[src/rtl/seg7_scan_driver.sv]
// rtl/seg7_scan_driver.sv - time-multiplexed common-anode 7-segment scan driver
module seg7_scan_driver #(
    parameter int NUM_DIGITS = 4,
    parameter int SCAN_DIV   = 50000,
    parameter int GUARD      = 2
) (
    input  logic                    clk,
    input  logic                    rst_n,
    input  logic                    load,
    input  logic [4*NUM_DIGITS-1:0] digits_in,
    input  logic [NUM_DIGITS-1:0]   dp_in,
    input  logic                    blank_lz,
    input  logic                    hex_mode,
    output logic [7:0]              seg,
    output logic [NUM_DIGITS-1:0]   digit_sel,
    output logic                    pending,
    output logic                    frame_tick
);

    localparam int CW = $clog2(SCAN_DIV);
    localparam int IW = (NUM_DIGITS > 1) ? $clog2(NUM_DIGITS) : 1;
    localparam logic [CW-1:0] CNT_LAST = CW'(SCAN_DIV - 1);
    localparam logic [CW-1:0] GUARD_C  = CW'(GUARD);
    localparam logic [IW-1:0] IDX_LAST = IW'(NUM_DIGITS - 1);

    logic [CW-1:0]           cnt;
    logic [IW-1:0]           idx;

    logic [4*NUM_DIGITS-1:0] sh_digits;
    logic [NUM_DIGITS-1:0]   sh_dp;
    logic                    sh_blz;
    logic                    sh_hex;

    logic [4*NUM_DIGITS-1:0] ac_digits;
    logic [NUM_DIGITS-1:0]   ac_dp;
    logic                    ac_blz;
    logic                    ac_hex;

    logic                    slot_end;
    logic                    frame_end;
    logic                    in_guard;
    logic [3:0]              nib;
    logic                    dp_sel;
    logic                    lz_sel;
    logic [NUM_DIGITS-1:0]   lz_mask;
    logic                    lz_run;
    logic [7:0]              pat;
    logic [7:0]              seg_nx;
    logic [NUM_DIGITS-1:0]   sel_nx;

    function automatic logic [7:0] decode(input logic [3:0] n, input logic hex);
        logic [7:0] p;
        case (n)
            4'h0: p = 8'hC0;
            4'h1: p = 8'hF9;
            4'h2: p = 8'hA4;
            4'h3: p = 8'hB0;
            4'h4: p = 8'h99;
            4'h5: p = 8'h92;
            4'h6: p = 8'h82;
            4'h7: p = 8'hF8;
            4'h8: p = 8'h80;
            4'h9: p = 8'h90;
            4'hA: p = hex ? 8'h88 : 8'hFF;
            4'hB: p = hex ? 8'h83 : 8'hFF;
            4'hC: p = hex ? 8'hC6 : 8'hFF;
            4'hD: p = hex ? 8'hA1 : 8'hFF;
            4'hE: p = hex ? 8'h86 : 8'hFF;
            default: p = hex ? 8'h8E : 8'hFF;
        endcase
        return p;
    endfunction

    assign slot_end  = (cnt == CNT_LAST);
    assign frame_end = slot_end && (idx == IDX_LAST);
    assign in_guard  = (cnt < GUARD_C);

    always_comb begin
        nib    = 4'd0;
        dp_sel = 1'b0;
        lz_sel = 1'b0;
        // A zero run from the top digit down is blanked; a dp or nonzero nibble stops it.
        lz_mask = '0;
        lz_run  = ac_blz;
        for (int k = NUM_DIGITS - 1; k >= 1; k--) begin
            if (lz_run && (ac_digits[4*k +: 4] == 4'd0) && !ac_dp[k]) begin
                lz_mask[k] = 1'b1;
            end else begin
                lz_run = 1'b0;
            end
        end
        for (int k = 0; k < NUM_DIGITS; k++) begin
            if (idx == IW'(k)) begin
                nib    = ac_digits[4*k +: 4];
                dp_sel = ac_dp[k];
                lz_sel = lz_mask[k];
            end
        end
        pat    = decode(nib, ac_hex);
        seg_nx = {~dp_sel, lz_sel ? 7'h7F : pat[6:0]};
        sel_nx = ~(NUM_DIGITS'(1) << idx);
    end

    always_ff @(posedge clk) begin
        if (!rst_n) begin
            cnt        <= '0;
            idx        <= '0;
            sh_digits  <= '0;
            sh_dp      <= '0;
            sh_blz     <= 1'b0;
            sh_hex     <= 1'b0;
            ac_digits  <= '0;
            ac_dp      <= '0;
            ac_blz     <= 1'b0;
            ac_hex     <= 1'b0;
            pending    <= 1'b0;
            frame_tick <= 1'b0;
            seg        <= 8'hFF;
            digit_sel  <= '1;
        end else begin
            cnt <= slot_end ? '0 : cnt + 1'b1;
            if (slot_end) begin
                idx <= (idx == IDX_LAST) ? '0 : idx + 1'b1;
            end
            frame_tick <= frame_end;
            seg        <= in_guard ? 8'hFF : seg_nx;
            digit_sel  <= in_guard ? '1 : sel_nx;

            // Active data only ever changes on the frame-end edge.
            if (load) begin
                if (frame_end) begin
                    ac_digits <= digits_in;
                    ac_dp     <= dp_in;
                    ac_blz    <= blank_lz;
                    ac_hex    <= hex_mode;
                    pending   <= 1'b0;
                end else begin
                    sh_digits <= digits_in;
                    sh_dp     <= dp_in;
                    sh_blz    <= blank_lz;
                    sh_hex    <= hex_mode;
                    pending   <= 1'b1;
                end
            end else if (frame_end && pending) begin
                ac_digits <= sh_digits;
                ac_dp     <= sh_dp;
                ac_blz    <= sh_blz;
                ac_hex    <= sh_hex;
                pending   <= 1'b0;
            end
        end
    end

endmodule

[config.mk]
export PLATFORM = sky130hd
export DESIGN_NAME = seg7_scan_driver
export DESIGN_NICKNAME = d
export VERILOG_FILES = /design/src/rtl/seg7_scan_driver.sv
export SDC_FILE = /design/constraint.sdc
export NUM_CORES = 1
export LEC_CHECK = 0
export CORE_MARGIN = 2
export CORE_UTILIZATION = 40
export CTS_BUF_LIST = sky130_fd_sc_hd__clkbuf_4 sky130_fd_sc_hd__clkbuf_8
export CTS_CLUSTER_SIZE = 40
export DETAILED_ROUTE_END_ITERATION = 12
export GPL_ROUTABILITY_DRIVEN = 0
export SKIP_CTS_REPAIR_TIMING = 1
export SYNTH_ARGS = -nofsm -noshare
export SYNTH_HDL_FRONTEND = slang
export SYNTH_SLANG_ARGS = --single-unit
[constraint.sdc]
create_clock -name clk -period 3.9 [get_ports clk]
set_input_delay 0.78 -clock clk [delete_from_list [all_inputs] [get_ports clk]]
set_output_delay 0.78 -clock clk [all_outputs]
set_load 0.1 [all_outputs]
==> PnR_summary.wiki, run 1 <==
{| class="wikitable"
! Metric !! Value
|-
| Outcome || finished, final reports clean
|-
| Nets@finish || 428
|-
| Final routed wire length divided by cell count || 14.61 um
|-
| Leak || 0.001887 uW
|-
| Final hold slack || about 0.45 ns
|-
| Nature of the critical path endpoint || flip-flop
|-
| Synthesis-to-layout area growth || 16.77%
|-
| Clk pin slew, worst setup/hold paths || around 0.070 ns
|-
| Number of buffers added by the clock tree synthesis step || 9
|-
| Die Y || roughly 99 um
|-
| Number of flops mapped to enable cells by yosys || 0
|-
| Final critical-path setup slack || roughly 1.2 ns
|-
| Count of buffers from port buffering || 38
|-
| Vias per std cell || 5.252
|-
| Die area || 9787 sq um
|-
| Detail Route Antenna Nets || 0
|-
| Number of DRC markers in iteration 0 || 131
|-
| Post-route cell area || 4209 sq um
|-
| Number of standard cells after synthesis || between 300 and 400
|-
| DRC viols || 0
|-
| Portion of synthesized cell area occupied by the leading cell type || 0.4221
|-
| Synthesized cell area || around 3600 sq um
|-
| Top-count cell post-synth || dfxtp_1
|-
| Commonest cells post-synth || 76 x dfxtp_1, 45 x mux2i_1, 39 x nand2_1
|-
| Number of antenna violations at the first check in global routing || 0
|-
| Total length of routed wires || 7.465 mm
|-
| Maximum vdd ir drop || 163.0 uV
|-
| Final Critical Period || 2.713 ns
|-
| Cells taking the most area after synthesis || dfxtp_1 42%, mux2i_1 12%, o211a_1 6.1%
|-
| Area leader, netlist || dfxtp_1
|-
| Clock root buffer master || clkbuf_8
|-
| Max-cap violations || 0
|-
| Mapped Nets || 398
|-
| CTS tree || done
|-
| Synth warnings || 0
|-
| Core area || between 8000 and 9000 sq um
|-
| Number of antenna diodes || 0
|-
| CP Launch Type || flip-flop
|-
| Placement row count || 34
|-
| Post-synthesis area per instance || 9.795 sq um
|-
| Highest fanout seen on the critical path || 19
|-
| Top-level port count || 39
|-
| Synth async-reset ratio || 0
|-
| Fmax || roughly 0.37 GHz
|-
| Slew headroom || 0.3440
|-
| Post-Place Cell Area || 4003 sq um
|-
| Total global routing track utilization || 0.1614
|-
| Number of fill cells || 836
|-
| Total half-perimeter wirelength after legalization and detailed placement || 5.146 mm
|-
| Global-route wire length before repair || 12.71 mm
|-
| Ordered list of cells on the worst path || ha_1 -> inv_2 -> o221ai_1 -> o21ai_0 -> a222oi_1 -> nand2b_1
|-
| Final worst-path cycle share || 0.6957
|-
| Largest net degree at the start of global routing || 50
|-
| Classification of the worst-slack hold path || flip-flop to flip-flop
|-
| Buffer depth of the longest clock path || 2
|-
| Worst-case clock skew || 0.007818 ns
|-
| Power per unit of standard cell area || 379.5 nW/um^2
|-
| Starting Density || 0.4133
|-
| Critical path arrival || about 3.0 ns
|-
| Total overflow reported by the global router || 0
|-
| Count of clock tree sinks || 76
|-
| Setup slack at placement || around 1.2 ns
|-
| Slowest stage cell on the critical path || o221ai_1
|-
| Transition time at the pin with the least slew margin || 0.9840 ns
|-
| Share of cells above drive strength 1 || 0.07196
|-
| Number of hold violations in the final report || 0
|-
| H-tree levels || 3
|-
| Critical Path Max Stage Delay || 0.80 ns
|-
| Die X || 98.93 um
|-
| Insertion delay of the later-clocked pin in the worst-skew pair || 0.35 ns
|-
| Sequential element share of the synthesized area || 0.4221
|-
| Number of vias after detailed routing || 2684
|-
| Setup TNS Final || 0 ns
|-
| TritonRoute pass-1 iters || 4
|-
| Number of synthesized register bits || 76
|-
| Number of max-slew violations in the final report || 0
|-
| Count of distinct cell types in the synthesized netlist || 56
|-
| Finish-stage setup viols || 0
|-
| RSZ-0062 raised after global routing || no
|-
| Crit Path Class || flip-flop to flip-flop
|-
| Final Util || 0.4826
|-
| Vias in the first global route || 2633
|-
| Critical path data required time || 4.19 ns
|-
| Flip-flop cell with the highest count after synthesis || dfxtp_1
|}
## sequential cells by signal (all words and copies together) (netlist names), 2 cells and up
| name | count |
|---|---|
| sh_digits | 16 |
| ac_digits | 16 |
| seg | 8 |
| idx | 2 |
| sh_dp | 4 |
| digit_sel | 4 |
| cnt | 16 |
| ac_dp | 4 |
## through the flow
stage | cells | power [uW]
after floorplan | 368 | 949.2
final | 511 | 1597
after global routing | 511 | 1665
after CTS | 511 | 1621
after global placement | 495 | 1003
after detailed placement | 495 | 1004
## kinds of logic after synthesis
logic type | Yosys count | share of synthesized area
simple gates | 135 | 0.2072
fa+ha+maj | 5 | 0.01736
compound gates | 63 | 0.1447
mux | 45 | 0.1250
xor+xnor | 15 | 0.03645
flops | 76 | 0.4221
buf+inv | 29 | 0.04720
## cell type report
cell class                      instances  area, sq um  share of cell area
Timing Repair Buffer                   42        410.4             0.09750
Clock buffer                           12        158.9             0.03775
Sequential cell                        76         1521              0.3615
Clock inverter                          4        47.55             0.01130
Inverter                                6        22.52            0.005351
Tap cell                              108        135.1             0.03210
Multi-Input combinational cell        263         1913              0.4545
## where the power goes
group	internal, uW	total [uW]	switching, uW
Clock	336	613	277
Sequential	799	810	10.8
Combinational	69.7	175	105
Total	1200	1600	393
## worst max-delay path: cells and delay by family (launching register included)
family | cells | cell delay (ns)
simple gates | 1 | 0.14
fa+ha+maj | 1 | 0.62
flops | 1 | 0.40
compound gates | 3 | 1.33
buf+inv | 1 | 0.17
## layout by cell type, fill, tap and decap left out, types with 2 or more instances in the layout
cell	instances
clkinv_2	2
a211oi_1	3
clkbuf_8	11
o22ai_1	2
a21boi_1	2
and2_1	2
inv_1	5
o211a_1	22
a221oi_2	2
nor3b_1	4
clkdlybuf4s50_1	38
o31a_1	2
nand3_1	9
a21oi_1	8
o21ai_0	4
and4_1	3
xnor2_1	7
nor2_1	20
o21a_1	2
ha_1	5
nand4_1	2
nor4_1	5
nor2b_1	24
dfxtp_1	76
buf_4	4
xor2_1	8
a221o_1	2
and3_1	9
o21ai_1	4
nor3_1	2
nand2_1	39
mux2i_1	45
nand3b_1	3
or3_1	2
## routing by layer
metal / global-route usage / routed length [um]
met3: 0.03050 / 228
met5: 0 / 0
met1: 0.2131 / 3615
met4: 0.06639 / 112
met2: 0.2594 / 3508
## worst paths after layout
kind	to	startpoint	cells past startpoint	slack, ns
worst min-delay path	cnt[0]	cnt[0]	1	0.45
worst max register to register	seg[0]	idx[0]	6	1.19
worst min register to register	cnt[0]	cnt[0]	1	0.45
worst max-delay path	seg[0]	idx[0]	6	1.19
No activity file was read; power rests on OpenSTA's default activity.
==> run 2: changes to the inputs <==
==> constraint.sdc (replaced) <==
create_clock -name clk -period 2.4 [get_ports clk]
set_input_delay 0.48 -clock clk [delete_from_list [all_inputs] [get_ports clk]]
set_output_delay 0.48 -clock clk [all_outputs]
set_load 0.1 [all_outputs]
==> run 2 against run 1 <==
  * Sequential cell count stayed put
  * Largest cell class unchanged
  * Sequential share of layout area barely moved
  * Global-route usage shrank 0.47 points
  * Wire length shrank 4.1%
  * Via count up 2.1%
  * Die area unchanged
  * Power rose by 60%
  * Clock power rose by 57%
==> PnR_summary.wiki, run 2 (synthesis gave the netlist of run 1 again) <==
{| class="wikitable"
! Metric !! Value
|-
| Largest net degree at the start of global routing || 52 (was 50)
|-
| Placement row count || 34 (unchanged)
|-
| Hold Path Sink || cnt[0] (unchanged)
|-
| Number of DRC markers in iteration 0 || 109 (was 131)
|-
| Buffer depth of the longest clock path || 2 (unchanged)
|-
| Power per unit of standard cell area || 607.5 nW/um^2 (was 379.5 nW/um^2)
|-
| Fmax || 0.4546 GHz (was 0.3685 GHz)
|-
| Count of clock tree sinks || 76 (unchanged)
|-
| Count of buffers from port buffering || 38 (unchanged)
|-
| Highest fanout seen on the critical path || 12 (was 19)
|-
| Critical path data required time || 2.68 ns (was 4.19 ns)
|-
| Total length of routed wires || 7.158 mm (was 7.465 mm)
|-
| Finish-stage setup viols || 0 (unchanged)
|-
| Total half-perimeter wirelength after legalization and detailed placement || 5.098 mm (was 5.146 mm)
|-
| Leak || 0.001915 uW (was 0.001887 uW)
|-
| Transition time at the pin with the least slew margin || 0.6136 ns (was 0.9840 ns)
|-
| Max-cap violations || 0 (unchanged)
|-
| Vias per std cell || 5.322 (was 5.252)
|-
| Die X || 98.93 um (unchanged)
|-
| H-tree levels || 3 (unchanged)
|-
| Nature of the critical path endpoint || flip-flop (unchanged)
|-
| Insertion delay of the later-clocked pin in the worst-skew pair || 0.34 ns (was 0.35 ns)
|-
| Crit Path Class || flip-flop to flip-flop (unchanged)
|-
| Final Critical Period || 2.200 ns (was 2.713 ns)
|-
| Final Util || 0.4831 (was 0.4826)
|-
| Total overflow reported by the global router || 0 (unchanged)
|-
| Slew headroom || 0.5909 (was 0.3440)
|-
| RSZ-0062 raised after global routing || yes (was no)
|-
| TritonRoute pass-1 iters || 4 (unchanged)
|-
| Nets@finish || 433 (was 428)
|-
| Number of fill cells || 872 (was 836)
|-
| Classification of the worst-slack hold path || flip-flop to flip-flop (unchanged)
|-
| Total global routing track utilization || 0.1567 (was 0.1614)
|-
| Number of hold violations in the final report || 0 (unchanged)
|-
| Largest regs || ac_digits: 16 flops, cnt: 16 flops, sh_digits: 16 flops (unchanged)
|-
| Final critical-path setup slack || 0.2002 ns (was 1.187 ns)
|-
| Most frequent cells in the layout || 76 x dfxtp_1, 45 x mux2i_1, 39 x nand2_1 (unchanged)
|-
| Die area || 9787 sq um (unchanged)
|-
| CP Launch Type || flip-flop (unchanged)
|-
| Core area || 8721 sq um (unchanged)
|-
| Clock root buffer master || clkbuf_8 (unchanged)
|-
| Outcome || finished, final reports clean (unchanged)
|-
| Number of vias after detailed routing || 2741 (was 2684)
|-
| FF-to-FF End || seg[0] (unchanged)
|-
| Number of max-slew violations in the final report || 0 (unchanged)
|-
| Share of cells above drive strength 1 || 0.1155 (was 0.07196)
|-
| Critical path arrival || 2.48 ns (was 3.00 ns)
|-
| Post-Place Cell Area || 4018 sq um (was 4003 sq um)
|-
| Final routed wire length divided by cell count || 13.90 um (was 14.61 um)
|-
| Die Y || 98.93 um (unchanged)
|-
| Startpoint of the lowest-slack hold path || cnt[0] (unchanged)
|-
| Clk pin slew, worst setup/hold paths || 0.07 ns (about the same)
|-
| Number of antenna diodes || 0 (unchanged)
|-
| R2r startpoint || idx[1] (was idx[0])
|-
| Worst hold path stage count || 1 (unchanged)
|-
| Reg-to-reg setup timing slack || 0.20 ns (was 1.19 ns)
|-
| Final worst-path cycle share || 0.9166 (was 0.6957)
|-
| Maximum vdd ir drop || 372.9 uV (was 163.0 uV)
|-
| R2r worst-path depth || 7 (was 6)
|-
| Vias in the first global route || 2651 (was 2633)
|-
| Post-route cell area || 4213 sq um (was 4209 sq um)
|-
| Number of buffers added by the clock tree synthesis step || 9 (unchanged)
|-
| Synthesis-to-layout area growth || 16.87% (was 16.77%)
|-
| Top-level port count || 39 (unchanged)
|-
| DRC viols || 0 (unchanged)
|-
| Worst-case clock skew || 0.007738 ns (was 0.007818 ns)
|-
| CTS tree || done (unchanged)
|-
| Setup slack at placement || 0.2378 ns (was 1.239 ns)
|-
| Global-route wire length before repair || 12.50 mm (was 12.71 mm)
|-
| Starting Density || 0.4133 (unchanged)
|-
| Detail Route Antenna Nets || 0 (unchanged)
|-
| Most common cell after layout, fill and taps aside || dfxtp_1 (unchanged)
|-
| Number of antenna violations at the first check in global routing || 0 (unchanged)
|}
-- run 2: how the worst max path moves through the flow --
stage | from | end | slack (ns) | depth (start not counted)
detailed placement | idx[1] | seg[0] | 0.24 | 7
global route | idx[1] | seg[6] | -0.03 | 7
global placement | idx[0] | seg[6] | 0.28 | 7
finish | idx[1] | seg[0] | 0.20 | 7
floorplan | idx[1] | seg[6] | 0.39 | 8
CTS | idx[1] | seg[0] | 0.21 | 7
-- run 2: cell type report --
type,instances,area (sq um),share of cell area
Multi-Input combinational cell,263,1913,0.4541
Clock buffer,13,160.2,0.03802
Sequential cell,76,1521,0.3612
Inverter,6,22.52,0.005346
Tap cell,108,135.1,0.03208
Clock inverter,2,35.03,0.008316
Timing Repair Buffer,47,425.4,0.1010
-- run 2: per-layer routing --
layer	GRT usage	wire length [um]
met5	0	0
met4	0.04004	83
met2	0.2516	3379
met1	0.2059	3415
met3	0.04823	279
-- run 2: report_power, final --
group / switching (uW) / leakage, uW / internal [uW]
registers: 17.2 / 0.000619 / 1300
logic: 170 / 0.00119 / 110
clock network: 426 / 0.000104 / 537
-- run 2: worst max-delay path: stages, from the launching register on --
cell,delay [ns]
dfxtp_1,0.37
inv_1,0.08
ha_1,0.31
nand3b_1,0.24
a221oi_2,0.58
mux2i_1,0.16
a222oi_1,0.27
nand2b_1,0.13
-- run 2: through the flow --
step | hold slack (ns) | setup TNS [ns] | std cells | total power [uW]
after CTS | 0.4546 | 0 | 515 | 2597
final | 0.4512 | 0 | 515 | 2559
after floorplan | 0.4132 | 0 | 368 | 1543
after global routing | 0.4800 | -0.02823 | 515 | 2673
after global placement | 0.4240 | 0 | 500 | 1627
after detailed placement | 0.4400 | 0 | 500 | 1629
